--- src/rtl/bus_pkg.sv ---
// Shared constants, frame layout and helpers for the bus crossbar decoder.
// Frame = {sel, rw, addr, data}, MSB first; rw=1 write.
package bus_pkg;

  localparam int DEF_SEL_W  = 2;
  localparam int DEF_ADDR_W = 13;
  localparam int DEF_DATA_W = 32;

  localparam int ADDR_LSB = DEF_DATA_W;
  localparam int RW_BIT   = ADDR_LSB + DEF_ADDR_W;
  localparam int SEL_LSB  = RW_BIT + 1;

  typedef struct packed {
    logic [DEF_SEL_W-1:0]  sel;
    logic                  rw;
    logic [DEF_ADDR_W-1:0] addr;
    logic [DEF_DATA_W-1:0] data;
  } frame_t;

  // Field offsets for non-default widths
  function automatic int addr_lsb(input int data_w);
    return data_w;
  endfunction

  function automatic int rw_bit(input int addr_w, input int data_w);
    return data_w + addr_w;
  endfunction

  function automatic int sel_lsb(input int addr_w, input int data_w);
    return data_w + addr_w + 1;
  endfunction

  // Counter only has to reach TIMEOUT-1
  function automatic int cnt_w(input int timeout);
    return (timeout <= 2) ? 1 : $clog2(timeout);
  endfunction

endpackage

--- src/rtl/bus_slave_decode.sv ---
// Slave-id/rw decode into one-hot write/read enables.
// Id 0 and ids above NUM_SLAVES are flagged invalid.
module bus_slave_decode
  import bus_pkg::*;
#(
  parameter int NUM_SLAVES = 3,
  parameter int SEL_W      = 2
) (
  input  logic [SEL_W-1:0]      sel,
  input  logic                  rw,
  output logic [NUM_SLAVES-1:0] wen,
  output logic [NUM_SLAVES-1:0] ren,
  output logic                  invalid
);

  always_comb begin
    wen     = '0;
    ren     = '0;
    invalid = (sel == '0) || (int'(sel) > NUM_SLAVES);
    for (int k = 0; k < NUM_SLAVES; k++) begin
      if (int'(sel) == k + 1) begin
        wen[k] = rw;
        ren[k] = !rw;
      end
    end
  end

endmodule

--- src/rtl/bus_xbar_decoder_n.sv ---
// N-master grant mux with capture stage and issue stage driving
// per-slave enables until ack or timeout.
module bus_xbar_decoder_n
  import bus_pkg::*;
#(
  parameter int NUM_MASTERS = 2,
  parameter int NUM_SLAVES  = 3,
  parameter int SEL_W       = 2,
  parameter int ADDR_W      = 13,
  parameter int DATA_W      = 32,
  parameter int TIMEOUT     = 255,
  parameter int FRAME_W     = SEL_W + 1 + ADDR_W + DATA_W
) (
  input  logic                           clk,
  input  logic                           rst,
  input  logic [NUM_MASTERS*FRAME_W-1:0] m_frame,
  input  logic [NUM_MASTERS-1:0]         m_valid,
  input  logic [NUM_MASTERS-1:0]         m_grant,
  output logic [NUM_MASTERS-1:0]         m_ready,
  output logic [ADDR_W-1:0]              s_addr,
  output logic [DATA_W-1:0]              s_wdata,
  output logic [NUM_SLAVES-1:0]          s_wen,
  output logic [NUM_SLAVES-1:0]          s_ren,
  input  logic [NUM_SLAVES-1:0]          s_ack,
  output logic                           dec_err,
  output logic                           tmo_err,
  output logic                           busy
);

  localparam int A_LSB = addr_lsb(DATA_W);
  localparam int R_BIT = rw_bit(ADDR_W, DATA_W);
  localparam int S_LSB = sel_lsb(ADDR_W, DATA_W);
  localparam int CW    = cnt_w(TIMEOUT);

  logic [NUM_MASTERS-1:0] gnt_oh;
  logic [FRAME_W-1:0]     sel_frame;
  logic                   s1_valid;
  logic [FRAME_W-1:0]     s1_frame;
  logic                   s2_active;
  logic [CW-1:0]          cnt;
  logic [NUM_SLAVES-1:0]  dec_wen;
  logic [NUM_SLAVES-1:0]  dec_ren;
  logic                   dec_bad;
  logic                   ack_hit;
  logic                   tmo_hit;
  logic                   done;
  logic                   s1_adv;
  logic                   accept;

  // Descending scan: lowest-index grant bit wins
  always_comb begin
    gnt_oh    = '0;
    sel_frame = '0;
    for (int i = NUM_MASTERS - 1; i >= 0; i--) begin
      if (m_grant[i]) begin
        gnt_oh    = '0;
        gnt_oh[i] = 1'b1;
        sel_frame = m_frame[i*FRAME_W +: FRAME_W];
      end
    end
  end

  bus_slave_decode #(
    .NUM_SLAVES (NUM_SLAVES),
    .SEL_W      (SEL_W)
  ) u_dec (
    .sel     (s1_frame[S_LSB +: SEL_W]),
    .rw      (s1_frame[R_BIT]),
    .wen     (dec_wen),
    .ren     (dec_ren),
    .invalid (dec_bad)
  );

  always_comb begin
    ack_hit = s2_active && (|(s_ack & (s_wen | s_ren)));
    tmo_hit = (TIMEOUT > 0) && s2_active && !ack_hit
              && (int'(cnt) == TIMEOUT - 1);
    done    = ack_hit || tmo_hit;
    s1_adv  = s1_valid && (!s2_active || done);
    m_ready = gnt_oh & {NUM_MASTERS{!s1_valid || s1_adv}};
    accept  = |(m_valid & m_ready);
    busy    = s1_valid || s2_active;
  end

  always_ff @(posedge clk or posedge rst) begin
    if (rst) begin
      s1_valid <= 1'b0;
      s1_frame <= '0;
    end else if (accept) begin
      s1_valid <= 1'b1;
      s1_frame <= sel_frame;
    end else if (s1_adv) begin
      s1_valid <= 1'b0;
    end
  end

  always_ff @(posedge clk or posedge rst) begin
    if (rst) begin
      s2_active <= 1'b0;
      s_wen     <= '0;
      s_ren     <= '0;
      s_addr    <= '0;
      s_wdata   <= '0;
      cnt       <= '0;
      dec_err   <= 1'b0;
      tmo_err   <= 1'b0;
    end else begin
      dec_err <= s1_adv && dec_bad;
      tmo_err <= tmo_hit;
      if (s1_adv && !dec_bad) begin
        s2_active <= 1'b1;
        s_wen     <= dec_wen;
        s_ren     <= dec_ren;
        s_addr    <= s1_frame[A_LSB +: ADDR_W];
        s_wdata   <= s1_frame[DATA_W-1:0];
        cnt       <= '0;
      end else if (done || s1_adv) begin
        // Completion, abort, or a dropped bad frame leaves S2 idle
        s2_active <= 1'b0;
        s_wen     <= '0;
        s_ren     <= '0;
      end else if (s2_active) begin
        cnt <= cnt + 1'b1;
      end
    end
  end

endmodule

--- config.mk ---
export PLATFORM = sky130hd
export DESIGN_NAME = bus_xbar_decoder_n
export DESIGN_NICKNAME = d
export VERILOG_FILES = /design/src/rtl/bus_pkg.sv /design/src/rtl/bus_slave_decode.sv /design/src/rtl/bus_xbar_decoder_n.sv
export SDC_FILE = /design/constraint.sdc
export NUM_CORES = 1
export LEC_CHECK = 0
export BUFFER_PORTS_ARGS = -buffer_cell sky130_fd_sc_hd__buf_2
export CAP_MARGIN = 10
export CELL_PAD_IN_SITES_DETAIL_PLACEMENT = 1
export CELL_PAD_IN_SITES_GLOBAL_PLACEMENT = 2
export CORE_MARGIN = 3
export CORE_UTILIZATION = 37
export DETAILED_ROUTE_END_ITERATION = 8
export PLACE_DENSITY = 0.95
export REMOVE_ABC_BUFFERS = 1
export SYNTH_ARGS = -nofsm -noshare
export SYNTH_HDL_FRONTEND = slang
export SYNTH_HIERARCHICAL = 1
export SYNTH_SLANG_ARGS = --single-unit
--- constraint.sdc ---
create_clock -name clk -period 8.83 [get_ports clk]
set_input_delay 1.3245 -clock clk [delete_from_list [all_inputs] [get_ports clk]]
set_output_delay 1.3245 -clock clk [all_outputs]
set_load 0.03 [all_outputs]
Word level (Yosys, flattened, before mapping)
Index checks and enable logic that the tools add are counted.
{"block": "word_totals", "input_bits": 105, "regBits": 111}
{"block": "op_classes", "n_reduce_logical": 23, "bitwise": 4, "mux": 20, "add_sub_neg": 1, "eq_ne": 5}
{"op": "$mux 48", "count": 2}
{"op": "$mux 8", "count": 3}
{"op": "$mux 1", "count": 10}
{"op": "$mux 3", "count": 3}
{"op": "$add 8x1->8 const B", "count": 1}
{"op": "$eq 8x2->1 const B", "count": 1}
{"op": "$logic_and 1x1->1", "count": 6}
{"op": "$reduce_bool 2->1", "count": 3}
{"op": "$logic_not 1->1", "count": 5}
{"op": "$logic_or 1x1->1", "count": 5}
{"op": "$and 2x2->2", "count": 2}
{"op": "$eq 2x2->1 const B", "count": 2}
{"op": "$mux 2", "count": 2}
{"op": "$and 3x3->3", "count": 1}
{"op": "$or 3x3->3", "count": 1}
{"op": "$reduce_or 3->1", "count": 1}
{"op": "$eq 2x1->1 const B", "count": 1}
{"op": "$logic_not 2->1", "count": 1}
{"op": "$ne 2x2->1 const B", "count": 1}
{"op": "$reduce_and 2->1", "count": 1}
{"op": "$reduce_or 2->1", "count": 1}

Depth between registers and ports, before layout
Gate-level depths: netlist (run 1).
{"block": "logic_depth", "word_depth": 15, "depth_mapped": 8, "depth_no_buf": 7}

Hierarchy
The synthesis (run 1) kept the hierarchy.
{"mod": "bus_xbar_decoder_n", "area_per_inst_um2": 5165.0, "n_inst": 1, "cells_each": 342}
{"mod": "bus_slave_decode", "area_per_inst_um2": 56.3, "n_inst": 1, "cells_each": 7}

Worst setup path before layout (run 1)
OpenSTA, ideal clock, no wires.
{"block": "synth_path", "path_kind": "input-to-output", "start": "input m_grant[0]", "end": "output m_ready[1]", "arrival_ps": 2603, "n_path_buf": 3, "slack_ps": 4902, "stages": 5, "required_time_ps": 7506, "cell_sequence": "buf_2 -> nor2b_1 -> buf_2 -> buf_1 -> nor2b_1"}
{"block": "synth_between", "elab_chain_len": 2}
{"item": "start: declaration", "line": "bus_xbar_decoder_n.sv:18", "text": "input logic [NUM_MASTERS-1:0] m_grant,"}
{"item": "$mux 2", "line": "bus_xbar_decoder_n.sv:55", "text": "if (m_grant[i]) begin"}
{"item": "$and 2x2->2", "line": "bus_xbar_decoder_n.sv:80", "text": "m_ready = gnt_oh & {NUM_MASTERS{!s1_valid || s1_adv}};"}
{"item": "end: declaration", "line": "bus_xbar_decoder_n.sv:19", "text": "output logic [NUM_MASTERS-1:0] m_ready,"}
No other way between the ends.

Worst setup path after layout (run 1)
Same ends and word-level chain as after synthesis.

==> results of run 1 <==
[where the power goes]
| part | total, W | switching (W) | internal [W] |
|---|---|---|---|
| sequential | 0.000895 | 0.000157 | 0.000739 |
| combinational | 0.00117 | 0.000609 | 0.000563 |
| clock | 0.000416 | 0.000187 | 0.000229 |
[stage by stage]
stage                     cells  total power (W)  cell area [um^2]
after CTS                   685          0.00251              6430
final                       686          0.00248              6430
after detailed placement    669          0.00209              6120
after global routing        686          0.00263              6430
after global placement      669          0.00202              6120
after floorplan             329          0.00178              5050
[routing by layer]
layer,vias up,part of all wire (%)
met2,113,49
met5,-,0.10
met3,23,5.9
li1,1617,-
met4,2,2.5
met1,1792,43
[state kept, by name, indices dropped and copies added, names as in the netlist]
signal	cells
cnt	8
dec_err	1
s1_frame	48
s1_valid	1
s2_active	1
s_addr	13
s_ren	3
s_wdata	32
s_wen	3
tmo_err	1
[area by class of cell]
type                    count  area share (%)
flip-flops and latches    111            43.2
repair buffers            164            12.9
multi-input cells         215            35.5
clock inverters             6            1.01
inverters                   3           0.214
well taps                 176            3.43
diodes                      1          0.0389
clock buffers              10            3.72
[critical path: cells and delay by family]
kind / cells / cell delay (ps)
buf+inv: 3 / 610
simple gates: 2 / 1180
[synthesized netlist by cell type (3+ instances only)]
library cell  count  share of area [%]
or2_2             3               0.36
a22o_1           52                8.7
buf_2             4               0.38
nor4_1            3               0.36
nor2_1            4               0.29
dfrtp_1         111                 53
nand2_1           8               0.58
o21ai_2           5               0.84
buf_6             3               0.65
and3b_2           3               0.58
inv_1             3               0.22
a221o_1           4               0.77
o21ai_0           4               0.38
mux2_2           33                7.1
mux2_4           60                 17
clkbuf_1          8               0.58
nor2b_1           4               0.48
nand3_1           3               0.29
buf_12            4                1.5
[worst max-delay path by stage]
| stage | from | to | slack [ps] | cells after the start |
|---|---|---|---|---|
| after floorplan | m_grant[0] | m_ready[1] | 3990 | 2 |
| after global placement | m_grant[0] | m_ready[1] | 4430 | 5 |
| final | m_grant[0] | m_ready[1] | 4350 | 5 |
| after global routing | m_grant[0] | m_ready[1] | 4160 | 5 |
| after detailed placement | m_grant[0] | m_ready[1] | 4280 | 5 |
| after CTS | m_grant[0] | m_ready[1] | 4280 | 5 |
[cell families after synthesis]
kind of cell             after synthesis  share of synthesized area (%)
flip-flops                           111                           53.2
AO/OA/AOI/OAI                         75                           12.6
multiplexers                          94                           24.6
adder cells (fa/ha/maj)                2                          0.479
AND/OR/NAND/NOR                       44                           5.73
buffers and inverters                 23                           3.43
==> summary.txt, run 1 <==
GRT
  – Global routing's busiest layer: met2
  – Global-route wire length before repair: 20,600 um
  – GRT overflow: 0
  – M1 GR Usage: 20.1%
  – Grt met3 use: 4.03%
  – Total GRT Usage: 16.3%
  – Vias in the first global route: around 4,000
  – Initial antenna violation count: 2
  – Pin count of the biggest net entering global routing: 57
  – GR met2 Demand/Resource: 27.2%

Detailed routing
  – Routed wire length per instance: 18.3 um
  – Post-Route WL: about 13,000 um
  – Iteration-0 DRC count of the detailed router: 129
  – Post-route DRC: 0
  – DR vias: around 3,500
  – DR vias/cell: a little over 5
  – First-pass DRT Iterations: 4
  – Routed Antenna Nets: 0

Clock network
  – Post_cts resized: 0
  – CTS root buf: clkbuf_16
  – Setup Fix Bufs, Post-CTS: 0
  – Clock-pin slew on the worst setup and hold paths: 70 ps
  – Clk_lat worst skew: 350 ps
  – Num CTS Buffers: 9
  – H-tree lvl count: 3
  – CTS tree: yes
  – Sink Count: 111
  – Clock Path Buffers: 2
  – CTS Hold Bufs: 0

Die
  – Cell row count: 42
  – Core ar.: ~0.014 mm^2
  – Initial Utilization: 38.7%
  – Die area: approximately 0.016 mm^2
  – Die Y-Extent: 125 um
  – Die width: 125 um
  – I/O Pins: 161

Critical path
  – Crit path launch type: primary input
  – RR Endpoint: s_addr[10]
  – Critical Path RT: 7510 ps
  – Worst path slowest cell: nor2b_4
  – Critical Path, Cell by Cell: buf_2 > buf_4 > nor2b_4 > nor2b_1 > buf_2
  – Arr. time, crit path: 3160 ps
  – Worst r2r path cells: 5
  – CP endpoint kind: primary output
  – Kind of critical path: primary input to primary output
  – Worst path max stage delay: 960 ps
  – Reg2Reg Launch Point: s_ren[1]
  – CP max FO: 53
  – Reg-to-reg slack, setup: 6490 ps
  – Most used cell, CP: buf_2

Placed design
  – Pre-CTS WS: 4280 ps
  – Hpwl dp: 8750 um
  – PortBufs: 160
  – GP Congestion: 0.760

Final layout
  – Area grow syn2layout: 23.1%
  – Share of cells above drive strength 1: between 50% and 60%
  – Most frequent cells in the layout: buf_2, dfrtp_1, mux2_4, a22o_1, mux2_2
  – Commonest non-fill, non-tap cell in the layout: buf_2
  – Area of the multi-input gates: 0.00228 mm^2
  – Final net count: roughly 600
  – Register area: 0.00278 mm^2
  – Fillers: roughly 1,400
  – Core Util, Final: a little under half

STA
  – RSZ-0062 raised after global routing: no
  – Final setup fails: 0
  – Slew Viols, Final: 0
  – Final worst slack: ~4300 ps
  – Slew @ Worst Pin: 1160 ps
  – Setup TNS: 0 ps
  – Slew margin rel.: roughly 22%
  – Final min period: 4480 ps
  – Fmax: 223 MHz
  – Clk_skew: 11.1 ps
  – WHS: about 500 ps
  – Final Hold Viols: 0
  – Tcrit/Tclk final: 50.7%

Pwr
  – PD cells: just under 400 mW/mm^2
  – VDD IR-drop max: roughly 0.15 mV
  – Pleak: 3.36 nW

Synthesis
  – Synth cell types: 40
  – Cell count after synthesis: approximately 350
  – Register bit total from synthesis: 111
  – Number of synthesized flops with an enable pin: 0
  – Synthesized cell area: 0.00522 mm^2
  – Synth warn: 6
  – Seq/Total Area, Yosys: a little over half
  – Synth async-reset ratio: 100%
  – Top FF cell, synth: dfrtp_1
  – Synthesized area per cell: between 10 and 15 um^2

Min path
  – Hold WC Path Type: register to register
  – Hold Crit Depth: 1
  – Worst Hold End: s_wdata[26]
  – Min-delay src: s1_frame[26]

Job
  – Total of max-cap violations: 0

Run status
  – Status: completed
Power figures use the tool's default switching activity.
==> run 2: changes to the inputs <==
ABC_AREA = 1   (was default)
CORE_UTILIZATION = 29   (was 37)
PLACE_DENSITY = 0.91   (was 0.95)
clock period = 4.3 ns   (was 8.83 ns; I/O delays follow)
==> summary.txt, run 2 <==
Run status
  – Status: completed

Critical path
  – Arr. time, crit path: 3040 ps
  – Most used cell, CP: nand2_1
  – Kind of critical path: register to register
  – CP max FO: 73
  – Worst path max stage delay: 690 ps
  – Critical Path, Cell by Cell: inv_1 > ha_1 > nand2_1 > nor2_1 > nand2_2 > nand3_1 > nand3_4 > buf_4 > nand2_1 > o21ai_0
  – CP endpoint kind: register
  – Worst path slowest cell: nand3_4
  – Crit path launch type: register
  – Critical Path RT: 4520 ps

Final layout
  – Most frequent cells in the layout: nand2_1, buf_2, dfrtp_1, inv_1, nand3_1
  – Final non-filler cell total: 952
  – Fillers: 2,067
  – Largest register FFs: 48
  – Area of the multi-input gates: 0.00189 mm^2
  – Area grow syn2layout: 24.2%
  – Register area: 0.00278 mm^2
  – Reg with most FFs: s1_frame
  – Top Registers: s1_frame (48), s_wdata (32), s_addr (13)
  – Ant. Diodes: 0
  – Share of cells above drive strength 1: 26.5%
  – Final net count: 834
  – Commonest non-fill, non-tap cell in the layout: nand2_1

STA
  – Final setup fails: 0
  – Clk_skew: around 8.4 ps
  – RSZ-0062 raised after global routing: no
  – Slew @ Worst Pin: around 950 ps
  – Tcrit/Tclk final: between 60% and 70%
  – Slew margin rel.: 36.1%
  – Setup TNS: 0 ps
  – Final min period: 2820 ps
  – Fmax: 355 MHz
  – Slew Viols, Final: 0
  – Final Hold Viols: 0

Synthesis
  – Synth top cells by count: nand2_1, dfrtp_1, inv_1
  – Register bit total from synthesis: 111
  – Seq/Total Area, Yosys: 54.4%
  – Area leader, netlist: dfrtp_1
  – Yosys top cell area share: 54.4%
  – Synthesized area per cell: 8.72 um^2
  – Number of synthesized flops with an enable pin: 0
  – Synth cell types: 27
  – Synthesized cell area: 0.00511 mm^2
  – Synth top area cells: dfrtp_1, nand2_1, a22o_1, nand3_1, inv_1
  – Synth async-reset ratio: 100%
  – Synth warn: 6
  – Top FF cell, synth: dfrtp_1
  – Cell count after synthesis: 586
  – Most common cell in the netlist: nand2_1

Die
  – Cell row count: 47
  – Die Y-Extent: 139 um
  – Die width: 139 um
  – I/O Pins: 161
  – Initial Utilization: 30.2%
  – Die area: 0.0192 mm^2
  – Core ar.: 0.0169 mm^2

Clock network
  – CTS root buf: clkbuf_16
  – Num CTS Buffers: 9
  – Clock Path Buffers: 2
  – Sink Count: 111
  – H-tree lvl count: 3
  – Clk_lat worst skew: 350 ps
  – Setup Fix Bufs, Post-CTS: 0
  – CTS tree: yes
  – Clock-pin slew on the worst setup and hold paths: 80 ps
  – Post_cts resized: 0
  – CTS Hold Bufs: 0

Pwr
  – PD cells: 635 mW/mm^2
  – Pleak: 3.41 nW
  – Tot Pwr: 0.00403 W
  – VDD IR-drop max: 0.218 mV

Detailed routing
  – Iteration-0 DRC count of the detailed router: 184
  – Routed Antenna Nets: 0
  – First-pass DRT Iterations: 4
  – Post-route DRC: 0
  – Post-Route WL: 14,300 um
  – Routed wire length per instance: 15.0 um
  – DR vias: about 4,400
  – DR vias/cell: 4.61

Placed design
  – GP Congestion: 0.732
  – Dpl cells: 936
  – PortBufs: 160
  – Hpwl dp: 9830 um

GRT
  – Total GRT Usage: 15.0%
  – Pin count of the biggest net entering global routing: 74
  – Vias in the first global route: 4,594
  – Initial antenna violation count: 0
  – GRT overflow: 0
  – Global-route wire length before repair: 23,600 um

Job
  – Total of max-cap violations: 0

Min path
  – Hold WC Path Type: primary input to async pin
## run 2: worst paths after layout
check | from | endpoint | slack [ps] | cells past startpoint
setup reg to reg | cnt[0] | s_wdata[25] | 1480 | 10
min in group clk | s_wdata[21] | s_wdata[21] | 480 | 2
hold reg to reg | s_wdata[21] | s_wdata[21] | 480 | 2
setup / recovery | cnt[0] | s_wdata[25] | 1480 | 10
max in group asynchronous | rst | s1_frame[42] | 2910 | 3
hold / removal | rst | s_addr[5] | 480 | 2
## run 2: stage by stage
step / hold slack [ps] / setup WS (ps) / cell area (um^2) / util, %
final: 479 / 1480 / 6340 / 37.5
after global placement: 463 / 1550 / 6050 / 35.7
after detailed placement: 469 / 1460 / 6050 / 35.7
after global routing: 509 / 1130 / 6340 / 37.5
after floorplan: 478 / 724 / 4910 / -
after CTS: 487 / 1450 / 6340 / 37.5
## run 2: layout make-up
class,instances,area share [%]
clock buffer,11,3.67
clock inverter,5,0.927
inverter,66,3.94
multi-input combinational,371,29.8
sequential,111,43.8
tap,220,4.34
timing repair buffer,168,13.6
## run 2: metal layers
metal	GRT usage (%)	share of wire, %
met5	0	0
met4	5.10	1.2
met3	3.52	5.2
met2	25.2	49
met1	19.0	45
## run 2: logic make-up after synthesis
family	count (synthesis)	share of synthesized area, %
adder cells (fa/ha/maj)	2	0.490
XOR/XNOR	2	0.343
flip-flops	111	54.4
AO/OA/AOI/OAI	109	14.2
buffers and inverters	104	8.81
AND/OR/NAND/NOR	258	21.8
## run 2: report_power, final
part / switching [W] / internal, W
clock: 0.000388 / 0.000453
combinational: 0.00105 / 0.000467
sequential: 0.000239 / 0.00143
## run 2: critical path: cells and delay by family (launching register included)
kind | cells | cell delay [ps]
flops | 1 | 400
simple gates | 6 | 1420
buf+inv | 2 | 610
fa+ha+maj | 1 | 160
compound gates | 1 | 80
==> run 3: changes to the inputs <==
ABC_AREA = 0   (was 1)
CORE_UTILIZATION = 31   (was 29)
PLACE_DENSITY = 0.88   (was 0.91)
clock period = 2.5 ns   (was 4.3 ns; I/O delays follow)
==> summary.txt, run 3 (same netlist as run 1, synthesis figures left out) <==
Critical path
  – RR Endpoint: s1_frame[39]
  – Worst r2r path cells: 5
  – CP endpoint: m_ready[1]
  – Crit. Startpoint: cnt[0]
  – Reg-to-reg slack, setup: 430 ps
  – Kind of critical path: register to primary output
  – Arr. time, crit path: 1890 ps
  – Reg2Reg Launch Point: s_ren[1]
  – CP max FO: 3
  – Crit path launch type: register
  – Critical Path RT: 2120 ps
  – CP endpoint kind: primary output

Final layout
  – Area grow syn2layout: 24.6%
  – Share of cells above drive strength 1: 58.1%
  – Fillers: 1,725
  – Final net count: 613
  – Top Registers: s1_frame (48), s_wdata (32), s_addr (13)
  – Final non-filler cell total: between 700 and 800
  – Core Util, Final: 40.2%
  – Most frequent cells in the layout: buf_2, dfrtp_1, mux2_4, a22o_1, mux2_2
  – Ant. Diodes: 0
  – Commonest non-fill, non-tap cell in the layout: buf_2
  – Largest register FFs: 48
  – Reg with most FFs: s1_frame

Clock network
  – CTS root buf: clkbuf_16
  – CTS tree: yes
  – Clk_lat worst skew: 350 ps
  – Clock Path Buffers: 2
  – Clock-pin slew on the worst setup and hold paths: 70 ps
  – CTS Hold Bufs: 0
  – Setup Fix Bufs, Post-CTS: 0
  – Num CTS Buffers: 9
  – Sink Count: about 110
  – H-tree lvl count: 3
  – Post_cts resized: 0

GRT
  – GRT overflow: 0
  – Initial antenna violation count: 1
  – Vias in the first global route: 3,953
  – Pin count of the biggest net entering global routing: 53
  – Total GRT Usage: 14.1%
  – Global-route wire length before repair: approximately 20,000 um

STA
  – Final setup fails: 0
  – RSZ-0062 raised after global routing: no
  – Fmax: 441 MHz
  – Final min period: 2270 ps
  – Slew margin rel.: roughly 63%
  – Slew @ Worst Pin: between 500 and 600 ps
  – Slew Viols, Final: 0
  – Final Hold Viols: 0
  – Tcrit/Tclk final: 90.8%
  – Clk_skew: 11.6 ps

Min path
  – Hold WC Path Type: primary input to async pin

Die
  – Die area: ~0.018 mm^2
  – Die width: 136 um
  – Cell row count: 46
  – Die Y-Extent: 136 um
  – Initial Utilization: about a third
  – I/O Pins: roughly 160
  – Core ar.: approximately 0.016 mm^2

Placed design
  – Dpl cells: 711
  – Hpwl dp: between 9000 and 10,000 um
  – GP Congestion: around 0.79
  – PortBufs: 160

Job
  – Total of max-cap violations: 0

Pwr
  – VDD IR-drop max: 0.534 mV
  – Pleak: 3.37 nW
  – PD cells: 1330 mW/mm^2

Detailed routing
  – DR vias/cell: 4.85
  – Routed Antenna Nets: 0
  – DR vias: 3,523
  – Post-Route WL: 12,800 um
  – First-pass DRT Iterations: 4
  – Post-route DRC: 0
  – Routed wire length per instance: 17.6 um
  – Iteration-0 DRC count of the detailed router: 104

Run status
  – Status: completed
## run 3: cell type report
type | count | area, um^2 | area share [%]
timing repair buffer | 166 | 883 | 13.6
multi-input combinational | 215 | 2280 | 35.0
inverter | 3 | 13.8 | 0.211
sequential | 111 | 2780 | 42.7
tap | 216 | 270 | 4.15
clock inverter | 6 | 53.8 | 0.827
clock buffer | 10 | 229 | 3.52
## run 3: per-stage QoR
stage / hold slack, ps / setup TNS [ps] / power [W] / setup slack, ps / cell area, um^2
2_1_floorplan: 475 / -139910 / 0.00628 / -964 / 5050
3_3_place_gp: 460 / 0 / 0.00721 / 556 / 6220
3_5_place_dp: 481 / 0 / 0.00740 / 455 / 6220
4_1_cts: 96.2 / 0 / 0.00884 / 177 / 6510
5_1_grt: 110 / 0 / 0.00923 / 122 / 6510
6_report: 77.5 / 0 / 0.00869 / 231 / 6510
## run 3: report_power, final
part,leakage (nW),switching (W),internal (W)
Sequential,1.40,0.000537,0.00261
Combinational,1.84,0.00214,0.00202
Clock,0.136,0.000683,0.000696
## run 3: worst min path at each step
| stage | startpoint | to |
|---|---|---|
| finish | rst | s_wdata[9] |
| global route | rst | s_wdata[9] |
| CTS | rst | s_wdata[9] |
| detailed placement | rst | s_wdata[9] |
| global placement | rst | s_wdata[9] |
| floorplan | s1_frame[42] | s_addr[10] |
## run 3: critical path, cell delays in order, from the launching register on
cell and delay [ps]:
dfrtp_1 410, inv_1 100, ha_1 160, nand4_1 200, o21ai_2 250, nor2_1 110, nor2b_1 120, buf_2 210
## run 3: metal layers
layer | routed length (um) | GRT usage (%) | vias to the layer above
met2 | 6370 | 23.8 | 100
met3 | 691 | 3.23 | 17
li1 | - | - | 1632
met4 | 181 | 5.04 | 2
met5 | 13 | 0 | -
met1 | 5570 | 17.9 | 1772
